**config.mk**
```make
export PLATFORM = sky130hd
export DESIGN_NAME = fetch_unit
export DESIGN_NICKNAME = d
export VERILOG_FILES = /design/src/rtl/fetch_unit.sv
export SDC_FILE = /design/constraint.sdc
export NUM_CORES = 1
export LEC_CHECK = 0
export ABC_AREA = 1
export BUFFER_PORTS_ARGS = -buffer_cell sky130_fd_sc_hd__buf_4
export CAP_MARGIN = 30
export CORE_MARGIN = 1.5
export CORE_UTILIZATION = 50
export DETAILED_ROUTE_END_ITERATION = 8
export GPL_ROUTABILITY_DRIVEN = 0
export PLACE_DENSITY = 0.71
export SETUP_SLACK_MARGIN = 0.15
export SYNTH_ARGS = -nofsm -noshare
export SYNTH_HDL_FRONTEND = slang
export SYNTH_SLANG_ARGS = --single-unit
```
**constraint.sdc**
```tcl
create_clock -name CLK -period 10 [get_ports CLK]
set_input_delay 2 -clock CLK [delete_from_list [all_inputs] [get_ports CLK]]
set_output_delay 2 -clock CLK [all_outputs]
set_load 0.1 [all_outputs]
```
**src/rtl/fetch_unit.sv**
```systemverilog
// rtl/fetch_unit.sv - instruction fetch unit with a prefetch queue
// Issues sequential I-cache reads and buffers {instruction, pc} pairs for decode.
module fetch_unit #(
    parameter int unsigned         XLEN     = 32,
    parameter int unsigned         DEPTH    = 4,
    parameter logic [XLEN-1:0]     RESET_PC = '0
) (
    input  logic                             CLK,
    input  logic                             RESET,
    output logic                             insReadEn,
    output logic [XLEN-1:0]                  INS_ADDR,
    input  logic [31:0]                      INSTRUCTION,
    input  logic                             INS_CACHE_BUSY_WAIT,
    input  logic                             REDIRECT_EN,
    input  logic [XLEN-1:0]                  REDIRECT_PC,
    input  logic                             FETCH_READY,
    output logic                             FETCH_VALID,
    output logic [31:0]                      FETCH_INSTRUCTION,
    output logic [XLEN-1:0]                  FETCH_PC,
    output logic [$clog2(DEPTH+1)-1:0]       QUEUE_COUNT
);

    localparam int unsigned PW = $clog2(DEPTH);
    localparam int unsigned CW = $clog2(DEPTH+1);
    localparam logic [CW-1:0] FULL_CNT = CW'(DEPTH);
    localparam logic [31:0]   NOP      = 32'h0000_0013;

    logic [XLEN-1:0] pc_q, pc_d;
    logic [PW-1:0]   rd_ptr_q, rd_ptr_d;
    logic [PW-1:0]   wr_ptr_q, wr_ptr_d;
    logic [CW-1:0]   count_q, count_d;
    logic [31:0]     ins_mem_q [DEPTH];
    logic [31:0]     ins_mem_d [DEPTH];
    logic [XLEN-1:0] pc_mem_q  [DEPTH];
    logic [XLEN-1:0] pc_mem_d  [DEPTH];

    logic queue_full;
    logic queue_empty;
    logic fill_en;
    logic pop_en;

    always_comb begin
        queue_full  = (count_q == FULL_CNT);
        queue_empty = (count_q == '0);
        insReadEn   = !RESET && !REDIRECT_EN && !queue_full;
        fill_en     = insReadEn && !INS_CACHE_BUSY_WAIT;
        pop_en      = !RESET && !REDIRECT_EN && !queue_empty && FETCH_READY;
    end

    always_comb begin
        pc_d      = pc_q;
        rd_ptr_d  = rd_ptr_q;
        wr_ptr_d  = wr_ptr_q;
        count_d   = count_q;
        ins_mem_d = ins_mem_q;
        pc_mem_d  = pc_mem_q;

        if (RESET) begin
            pc_d     = RESET_PC;
            rd_ptr_d = '0;
            wr_ptr_d = '0;
            count_d  = '0;
        end else if (REDIRECT_EN) begin
            // Redirect flushes everything; low address bits are forced to word alignment.
            pc_d     = REDIRECT_PC & ~XLEN'(3);
            rd_ptr_d = '0;
            wr_ptr_d = '0;
            count_d  = '0;
        end else begin
            if (fill_en) begin
                ins_mem_d[wr_ptr_q] = INSTRUCTION;
                pc_mem_d[wr_ptr_q]  = pc_q;
                wr_ptr_d            = wr_ptr_q + PW'(1);
                pc_d                = pc_q + XLEN'(4);
            end
            if (pop_en) begin
                rd_ptr_d = rd_ptr_q + PW'(1);
            end
            case ({fill_en, pop_en})
                2'b10:   count_d = count_q + CW'(1);
                2'b01:   count_d = count_q - CW'(1);
                default: count_d = count_q;
            endcase
        end
    end

    always_ff @(posedge CLK) begin
        if (RESET) begin
            pc_q     <= RESET_PC;
            rd_ptr_q <= '0;
            wr_ptr_q <= '0;
            count_q  <= '0;
        end else begin
            pc_q     <= pc_d;
            rd_ptr_q <= rd_ptr_d;
            wr_ptr_q <= wr_ptr_d;
            count_q  <= count_d;
        end
    end

    // Queue storage carries no reset; occupancy is tracked by count_q alone.
    always_ff @(posedge CLK) begin
        ins_mem_q <= ins_mem_d;
        pc_mem_q  <= pc_mem_d;
    end

    always_comb begin
        INS_ADDR          = pc_q;
        QUEUE_COUNT       = count_q;
        FETCH_VALID       = !RESET && !queue_empty;
        FETCH_INSTRUCTION = queue_empty ? NOP   : ins_mem_q[rd_ptr_q];
        FETCH_PC          = queue_empty ? '0    : pc_mem_q[rd_ptr_q];
    end

endmodule

```
# --- Word level (Yosys, flattened, before mapping) ---
# Cells that the tools add are included.
op_classes:
  addsub: 5
  n_mux: 15
  n_eq_ne: 3
  reduce_logical: 17
  order_cmp: 3
  bitwise: 4
op_table:
  columns: ["operator", "n"]
  rows:
  - ["$mux W32", 9]
  - ["$bwmux W128", 2]
  - ["$bmux W32 S2", 2]
  - ["$demux W32 S2", 1]
  - ["$add A32 B3 Y32 const B", 1]
  - ["$logic_and A1 B1 Y1", 7]
  - ["$ge A3 B3 Y1 const B", 2]
  - ["$not A2 Y3", 2]
  - ["$pmux W3 S2", 1]
  - ["$logic_not A1 Y1", 5]
  - ["$add A2 B1 Y2 const B", 2]
  - ["$reduce_bool A2 Y1", 2]
  - ["$add A3 B1 Y3 const B", 1]
  - ["$eq A3 B3 Y1 const B", 1]
  - ["$logic_not A3 Y1", 1]
  - ["$lt A3 B1 Y1 const B", 1]
  - ["$reduce_and A3 Y1", 1]
  - ["$sub A3 B1 Y3 const B", 1]
  - ["$eq A2 B1 Y1 const B", 1]
  - ["$eq A2 B2 Y1 const B", 1]
  - ["$not A1 Y1", 2]
  - ["$reduce_or A2 Y1", 1]
totals:
  ff_bits: 295

# --- Logic depth before layout (Yosys ltp) ---
# Gate-level depths: netlist of the first run.
depth:
  ltp_word: 6
  ltp_mapped: 11

# --- Least setup slack after synthesis of the first run ---
# No wires, ideal clock.
synth_path:
  kind: "register to output"
  start: "reg rd_ptr_q[0]"
  end: "out FETCH_INSTRUCTION[1]"
  stages_incl_launch_ff: 6
  n_path_buf: 2
  arrival_ns: 4.235
  slack_ns: 3.765
  cell_sequence: "dfxtp_1 -> inv_2 -> buf_2 -> buf_2 -> nor2_1 -> o311ai_0"
synth_via:
  elab_chain_cells: 5
synth_lines:
  columns: ["item", "line", "source"]
  rows:
  - ["from (decl)", "29", "logic [PW-1:0] rd_ptr_q, rd_ptr_d;"]
  - ["from (signal assigned)", "95", "rd_ptr_q <= rd_ptr_d;"]
  - ["$not A2 Y3 (not written as such)", "111", "FETCH_INSTRUCTION = queue_empty ? NOP : ins_mem_q[rd_ptr_q];"]
  - ["$bmux W32 S2", "111", null]
  - ["$mux W32 (not written as such) (2 in series)", "111", null]
  - ["$mux W32", "111", null]
  - ["to (decl)", "18", "output logic [31:0] FETCH_INSTRUCTION,"]
# No other way between the ends. The select of a mux whose other input is x is not followed.

# --- Worst setup path after layout of the first run ---
layout_path:
  start: "reg rd_ptr_q[0]"
  end: "out FETCH_PC[13]"
layout_via:
  elab_chain_cells: 5
layout_lines:
  columns: ["item", "line", "source"]
  rows:
  - ["$not A2 Y3 (not written as such)", "112", "FETCH_PC = queue_empty ? '0 : pc_mem_q[rd_ptr_q];"]
  - ["$bmux W32 S2", "112", null]
  - ["$mux W32 (not written as such) (2 in series)", "112", null]
  - ["$mux W32", "112", null]
  - ["to (decl)", "19", "output logic [XLEN-1:0] FETCH_PC,"]
# No other way between the ends. The select of a mux whose other input is x is not followed.

==> results of run 1 <==
==> metal layers <==
layer / share of wire / track usage
met1: 0.45 / 0.294
met2: 0.47 / 0.347
met3: 0.061 / 0.0302
met4: 0.021 / 0.0540
met5: 0 / 0
==> cell usage after synthesis, drive strengths merged, types with 2 or more instances <==
library cell	instances	area, um^2
clkbuf	31	116
nand2	131	532
edfxtp	248	7450
clkinv	2	8.75
o311ai	3	26.3
nand3	36	205
a21oi	88	463
xor2	4	35.0
o21ai	160	801
dfxtp	37	741
and2	2	13.8
nor2	301	1210
a31oi	5	31.3
ha	6	75.1
buf	30	180
inv	71	267
==> per-stage QoR <==
step,area [um^2],utilization,instances,power (mW),worst slack [ps]
global route,14600,0.605,1655,2.65,4690
floorplan,12200,-,1165,1.52,3770
detailed placement,13700,0.566,1600,1.59,5020
CTS,14600,0.603,1653,2.60,4910
finish,14600,0.605,1655,2.58,4960
global placement,13700,0.566,1600,1.59,5020
==> registers in the layout (all words and copies together) (netlist names) <==
name and cells:
wr_ptr_q 2, ins_mem_q 128, pc_mem_q 120, rd_ptr_q 2, QUEUE_COUNT 3, INS_ADDR 30
==> report_power, final <==
part,switching [mW],internal (mW)
Clock,0.420,0.592
Sequential,0.0232,1.31
Combinational,0.179,0.0543
Total,0.622,1.96
==> kinds of logic (layout without fill, tap and decap cells) <==
| group | count (synthesis) | in the layout | synth area share |
|---|---|---|---|
| flops | 285 | 285 | 0.669 |
| other cells | 1 | 4 | 0.000307 |
| xor+xnor | 5 | 5 | 0.00358 |
| simple gates | 472 | 472 | 0.163 |
| fa+ha+maj | 7 | 7 | 0.00777 |
| buf+inv | 134 | 300 | 0.0467 |
| compound gates | 258 | 258 | 0.109 |
==> layout make-up <==
type / instances / area (um^2) / share of cell area
clock inverters: 14 / 125 / 0.00855
flip-flops and latches: 285 / 8190 / 0.560
inverters: 73 / 277 / 0.0189
repair buffers: 174 / 1350 / 0.0920
multi-input cells: 746 / 3510 / 0.240
clock buffers: 39 / 773 / 0.0528
well taps: 324 / 405 / 0.0277
==> critical path, cell delays in order, from the launching register on <==
cell and delay [ps]:
dfxtp_4 750, buf_4 750, nor2_1 110, nor2_1 120
o21ai_0 90, a21oi_1 300, buf_4 360
==> final timing paths <==
path	cells past startpoint	to	start	slack [ps]
max	6	FETCH_PC[13]	rd_ptr_q[0]	4960
min	2	QUEUE_COUNT[2]	QUEUE_COUNT[2]	520
max reg2reg	11	QUEUE_COUNT[2]	QUEUE_COUNT[1]	7250
min reg2reg	2	QUEUE_COUNT[2]	QUEUE_COUNT[2]	520
==> flow_summary.yaml, run 1 <==
worst_setup_path:
  start_kind: "flop"
  cp.required_ps: 8000
  cp_max_fo: 74
  arrival_ps: 3040
  end_kind: "output pin"
  worstSetupPathType: "reg2out"
timing:
  skew_ps: 10.7
  drv_slew: 0
  worstMarginPinSlew_ps: 983
  fmax_mhz: 198
  fin_crit_ps: 5040
  relSlewSlack: 0.344
  rsz0062_at_grt: "false"
  period_share: 0.504
  setup_violations: 0
  hold_violations: 0
  finalSetupTns_ps: 0
  holdWs_ps: 519
yosys:
  async_reset_ff_frac: 0
  synth_edf_count: 248
  ys_ff_latch: 285
  yosys_most_used_dff: "edfxtp_1"
  synth_area_per_cell_um2: 10.5
  synthCells: 1162
  synth_cell_types: 36
  syn_area_um2: 12200
  ys_seq_area_frac: 0.669
  synth_warnings: 0
clock_network:
  cts_tree: "built"
  cts_root_buf: "clkbuf_16"
  clkLatencyLatePin_ps: 540
  ctsLongestPathBuffers: 3
  cts-hold-fix-buffers: 0
  cts-resized-gates: 0
  clk_pin_slew_ps: 60
  postCtsSetupBuffers: 0
  cts_made_buffers: 29
  numClockSinks: 285
  h-tree-depth: 1
drt:
  drt-total-wl_um: 27300
  drc_errors: 0
  drt_iter0_drc: 609
  first_pass_iters: 7
  avgViaCountPerCell: 5.29
  wl_per_cell_um: 16.5
  route.vias.total: 8750
  postRouteAntennaNets: 0
grt:
  grt_max_degree: 111
  grtUsageTotal: 0.210
  grt-ovfl-total: 0
  grt_pass1_wl_um: 42300
  antenna_found_initial: 0
  grt_pass1_vias: 8041
power_and_ir_drop:
  p_leak_nw: 5.40
  ir_worst_vdd_uv: 142
  power_density_nw_per_um2: 176
place:
  io_buffers: 163
  dp_hpwl_um: 15300
layout:
  area_growth_pct: 19.6
  layout-drive-gt1-share: 0.196
  final_cell_mix: "281 x nor2_1, 248 x edfxtp_1, 172 x buf_4, 147 x o21ai_0, 123 x nand2_1"
  final_common_cell: "nor2_1"
  nets: 1385
  n_antenna_cell: 0
  n_fill_cell: 1949
worst_hold_path:
  min_path_type: "reg2reg"
floorplan:
  fp.dieW_um: 159
  core_area_um2: 24200
  io_pins: 170
  row_count: 57
  die_height_um: 159
  die_area_um2: 25400
  start_util: 0.506
job:
  drv_cap: 0
run_status:
  status: "finished clean"
Note: power is estimated with default switching activity, not from simulation.
==> run 2, diff against run 1 <==
- clock period: 10 -> 4.65 ns (I/O delays scaled with it)
==> run 2 against run 1 <==
Die area did not move; wire length is 1.0% higher; utilization rose by 0.16 points; largest cell class unchanged; count of clock-buffer cells in the layout is 2 lower; sequential power increased by 120%; non-clock buffer count stayed put; critical endpoint is now FETCH_INSTRUCTION[4]; flip-flop and latch count unchanged; largest power group unchanged.
==> flow_summary.yaml, run 2 (synthesis gave the netlist of run 1 again) <==
floorplan:
  io_pins: 170
  fp.dieW_um: 159
  die_height_um: 159
  row_count: 57
  start_util: 0.506
  core_area_um2: 24200
  die_area_um2: 25400
clock_network:
  clkLatencyLatePin_ps: 530
  cts_made_buffers: 28
  cts-hold-fix-buffers: 0
  clk_pin_slew_ps: 60
  postCtsSetupBuffers: 0
  cts_tree: "built"
  h-tree-depth: 1
  numClockSinks: 285
  cts-resized-gates: 0
  cts_root_buf: "clkbuf_16"
  ctsLongestPathBuffers: 3
layout:
  final_common_cell: "nor2_1"
  layout-drive-gt1-share: 0.197
  largest_reg_flops: 128
  design_area_um2: 14700
  regMostFlops: "ins_mem_q"
  final_cell_mix: "281 x nor2_1, 248 x edfxtp_1, 171 x buf_4, 147 x o21ai_0, 123 x nand2_1"
  stdcell_count: 1652
  area_growth_pct: 19.9
  nets: 1384
  n_antenna_cell: 0
power_and_ir_drop:
  ir_worst_vdd_uv: 236
  combPwrFrac: 0.089
  p_seq_frac: 0.507
  switchingPower_mw: 1.33
  swShare: 0.236
  p_int_mw: 4.32
  power_density_nw_per_um2: 386
  p_leak_nw: 5.41
  power_mw: 5.66
  power_frac_clock: 0.404
worst_setup_path:
  cp_max_fo: 66
  cp_slowest_cell: "clkinv_2"
  cp.required_ps: 3720
  crit_chain: "clkinv_2 -> buf_12 -> nor2_1 -> nor2_1 -> o21ai_0 -> o311ai_1 -> buf_4"
  arrival_ps: 2600
  r2r_cells: 12
  worstSetupPathType: "reg2out"
  end_kind: "output pin"
  crit_top_cell: "nor2_1"
  start_kind: "flop"
  r2r_slack_ps: 2020
  reg2reg_to: "QUEUE_COUNT[2]"
  regToRegStartpoint: "QUEUE_COUNT[1]"
  cpPeakStageDelay_ps: 550
timing:
  holdWs_ps: 511
  finalSetupTns_ps: 0
  rsz0062_at_grt: "false"
  skew_ps: 11.9
  fin_crit_ps: 3530
  relSlewSlack: 0.359
  worstMarginPinSlew_ps: 962
  drv_slew: 0
  setup_violations: 0
  hold_violations: 0
  fmax_mhz: 283
  period_share: 0.759
drt:
  postRouteAntennaNets: 0
  drt-total-wl_um: 27600
  avgViaCountPerCell: 5.31
  route.vias.total: 8767
  drt_iter0_drc: 648
  wl_per_cell_um: 16.7
  first_pass_iters: 6
  drc_errors: 0
place:
  dp_hpwl_um: 15900
  dp.cells: 1602
  placedInstanceArea_um2: 13700
  io_buffers: 163
grt:
  grt_pass1_wl_um: 43200
  grt_max_degree: 67
  grtUsageTotal: 0.214
  grt_pass1_vias: 8182
  grt-ovfl-total: 0
  antenna_found_initial: 0
worst_hold_path:
  holdCritStartpoint: "QUEUE_COUNT[2]"
  min_path_type: "reg2reg"
  hold_end: "QUEUE_COUNT[2]"
  min_path_cells: 2
job:
  drv_cap: 0
run_status:
  status: "finished clean"
==> run 2: cell types whose count changed in the layout (fill, tap and decap cells not counted), moves of 2 or more <==
cell / delta
o311ai_1: +3
buf_12: +3
buf_16: -2
clkbuf_1: -3
o311ai_0: -3
bufinv_16: +2
==> run 2: worst max path at each step <==
stage	slack [ps]	from	end	cells past startpoint
3_5_place_dp	1490	RESET	ins_mem_q[34]	5
3_3_place_gp	1500	RESET	ins_mem_q[34]	5
5_1_grt	950	rd_ptr_q[0]	FETCH_INSTRUCTION[0]	7
6_report	1120	rd_ptr_q[0]	FETCH_INSTRUCTION[4]	7
2_1_floorplan	20	QUEUE_COUNT[0]	ins_mem_q[0]	5
4_1_cts	1110	rd_ptr_q[0]	FETCH_INSTRUCTION[4]	7
==> run 2: worst max-delay path: cells and delay by family, from the launching register on <==
| kind | cells | cell delay (ps) |
|---|---|---|
| compound gates | 2 | 210 |
| flops | 1 | 350 |
| buf+inv | 3 | 1280 |
| simple gates | 2 | 170 |
==> run 2: power groups by stage <==
stage               sequential, mW  combinational (mW)  clock (mW)
global route                  2.88               0.534        2.42
CTS                           2.87               0.505        2.32
floorplan                     3.03               0.250           0
detailed placement            2.92               0.503           0
global placement              2.92               0.498           0
finish                        2.87               0.504        2.28
==> run 2: cell type report <==
class | count | area [um^2]
fill | 1962 | 9510
sequential | 285 | 8190
multi-input combinational | 746 | 3510
timing repair buffer | 174 | 1340
clock buffer | 37 | 776
tap | 324 | 405
inverter | 73 | 277
clock inverter | 13 | 164
==> run 2: routing by layer <==
metal	up-vias	global-route usage	wire [um]
li1	4241	-	-
met1	4129	0.310	12200
met2	357	0.342	12800
met3	40	0.0323	1990
met4	0	0.0553	495
met5	-	0	0
==> run 2: metrics by stage <==
stage	util	setup slack [ps]
after floorplan	-	22.4
after CTS	0.607	1110
after global placement	0.568	1500
after detailed placement	0.568	1490
final	0.607	1120
after global routing	0.607	949
==> run 3, diff against run 2 <==
- clock period: 4.65 -> 3.6 ns (I/O delays scaled with it)
==> run 3 against run 2 <==
Critical path type unchanged; wire length shrank 0.56%; count of clock-buffer cells in the layout shrank 2; flip-flop and latch count unchanged; total power increased by 26%; register-to-register slack got worse by 1100 ps; critical path depth shrank 1; first-iteration DRC count down 7.4%; combinational power rose by 30%.
==> flow_summary.yaml, run 3 (synthesis gave the netlist of run 1 again) <==
run_status:
  status: "finished clean"
place:
  io_buffers: 163
  dp.cells: 1607
  pre_cts_ws_ps: 758
  dp_hpwl_um: 16200
  placedInstanceArea_um2: 13800
layout:
  area_growth_pct: 19.9
  stdcell_count: 1660
  layout-drive-gt1-share: 0.200
  regMostFlops: "ins_mem_q"
  design_area_um2: 14700
  largest_reg_flops: 128
  final_common_cell: "nor2_1"
  final_cell_mix: "281 x nor2_1, 248 x edfxtp_1, 174 x buf_4, 147 x o21ai_0, 123 x nand2_1"
  n_antenna_cell: 0
  nets: 1390
drt:
  postRouteAntennaNets: 0
  drc_errors: 0
  route.vias.total: 8700
  drt-total-wl_um: 27400
  wl_per_cell_um: 16.5
  drt_iter0_drc: 600
  first_pass_iters: 5
  avgViaCountPerCell: 5.24
worst_hold_path:
  min_path_cells: 1
  min_path_type: "in2reg"
  holdCritStartpoint: "INSTRUCTION[3]"
timing:
  worstMarginPinSlew_ps: 810
  postLayoutSetupSlackWorst_ps: 403
  hold_violations: 0
  fin_crit_ps: 3200
  relSlewSlack: 0.460
  holdWs_ps: 391
  setup_violations: 0
  fmax_mhz: 313
  drv_slew: 0
  period_share: 0.888
  skew_ps: 10.7
  rsz0062_at_grt: "false"
grt:
  grt_pass1_wl_um: 43100
  grtUsageTotal: 0.213
  grt_max_degree: 128
  grt_pass1_vias: 8293
  grt-ovfl-total: 0
  antenna_found_initial: 0
power_and_ir_drop:
  power_density_nw_per_um2: 485
  ir_worst_vdd_uv: 325
  p_leak_nw: 5.42
clock_network:
  clkLatencyLatePin_ps: 520
  cts_made_buffers: 29
  numClockSinks: 285
  cts-hold-fix-buffers: 0
  cts-resized-gates: 0
  postCtsSetupBuffers: 0
  clk_pin_slew_ps: 60
  cts_root_buf: "clkbuf_16"
  cts_tree: "built"
  h-tree-depth: 1
  ctsLongestPathBuffers: 3
floorplan:
  io_pins: 170
  die_height_um: 159
  row_count: 57
  die_area_um2: 25400
  fp.dieW_um: 159
  start_util: 0.506
  core_area_um2: 24200
worst_setup_path:
  cp_slowest_cell: "inv_2"
  startpoint: "QUEUE_COUNT[1]"
  r2r_cells: 11
  end_kind: "output pin"
  regToRegStartpoint: "QUEUE_COUNT[1]"
  arrival_ps: 2480
  cpPeakStageDelay_ps: 630
  cp_max_fo: 30
  crit_chain: "nor2_1 -> nand2_1 -> inv_2 -> buf_12 -> a21oi_1 -> buf_4"
  worstSetupPathType: "reg2out"
  cp.required_ps: 2880
  start_kind: "flop"
job:
  drv_cap: 0
## run 3: cell types whose count changed in the layout (fill, tap and decap cells not counted)
cell and change:
buf_4 +3, clkinv_2 +6, bufinv_16 -2, clkinvlp_4 -1, clkbuf_8 -2, clkinv_1 +3
clkinv_4 -1, buf_12 +2
## run 3: critical path, delay by kind of cell (launching register included)
| kind | cells | cell delay, ps |
|---|---|---|
| flip-flops | 1 | 340 |
| AND/OR/NAND/NOR | 2 | 360 |
| AO/OA/AOI/OAI | 1 | 80 |
| buffers and inverters | 3 | 1150 |
## run 3: per-layer routing
layer / part of all wire / global-route usage
met1: 0.44 / 0.298
met2: 0.48 / 0.360
met3: 0.063 / 0.0279
met4: 0.0092 / 0.0407
met5: 0 / 0
## run 3: per-stage QoR
stage	util	setup TNS (ps)	power (mW)
floorplan	-	-13870	4.23
global placement	0.571	0	4.42
detailed placement	0.571	0	4.43
CTS	0.607	0	7.16
global route	0.607	0	7.34
finish	0.607	0	7.12
## run 3: final cells by class
type / instances / area [um^2]
clock buffer: 35 / 748
timing repair buffer: 179 / 1410
multi-input combinational: 746 / 3510
sequential: 285 / 8190
clock inverter: 18 / 129
tap: 324 / 405
inverter: 73 / 277
fill: 1955 / 9510
## run 3: worst paths after layout
path / endpoint / slack [ps]
hold / removal: ins_mem_q[35] / 390
setup reg to reg: QUEUE_COUNT[2] / 950
hold reg to reg: QUEUE_COUNT[2] / 510
setup / recovery: FETCH_PC[28] / 400
## run 3: report_power, final
part	internal [mW]	total (mW)	switching, mW
clock network	1.61	2.76	1.15
logic	0.154	0.653	0.499
registers	3.64	3.71	0.0650
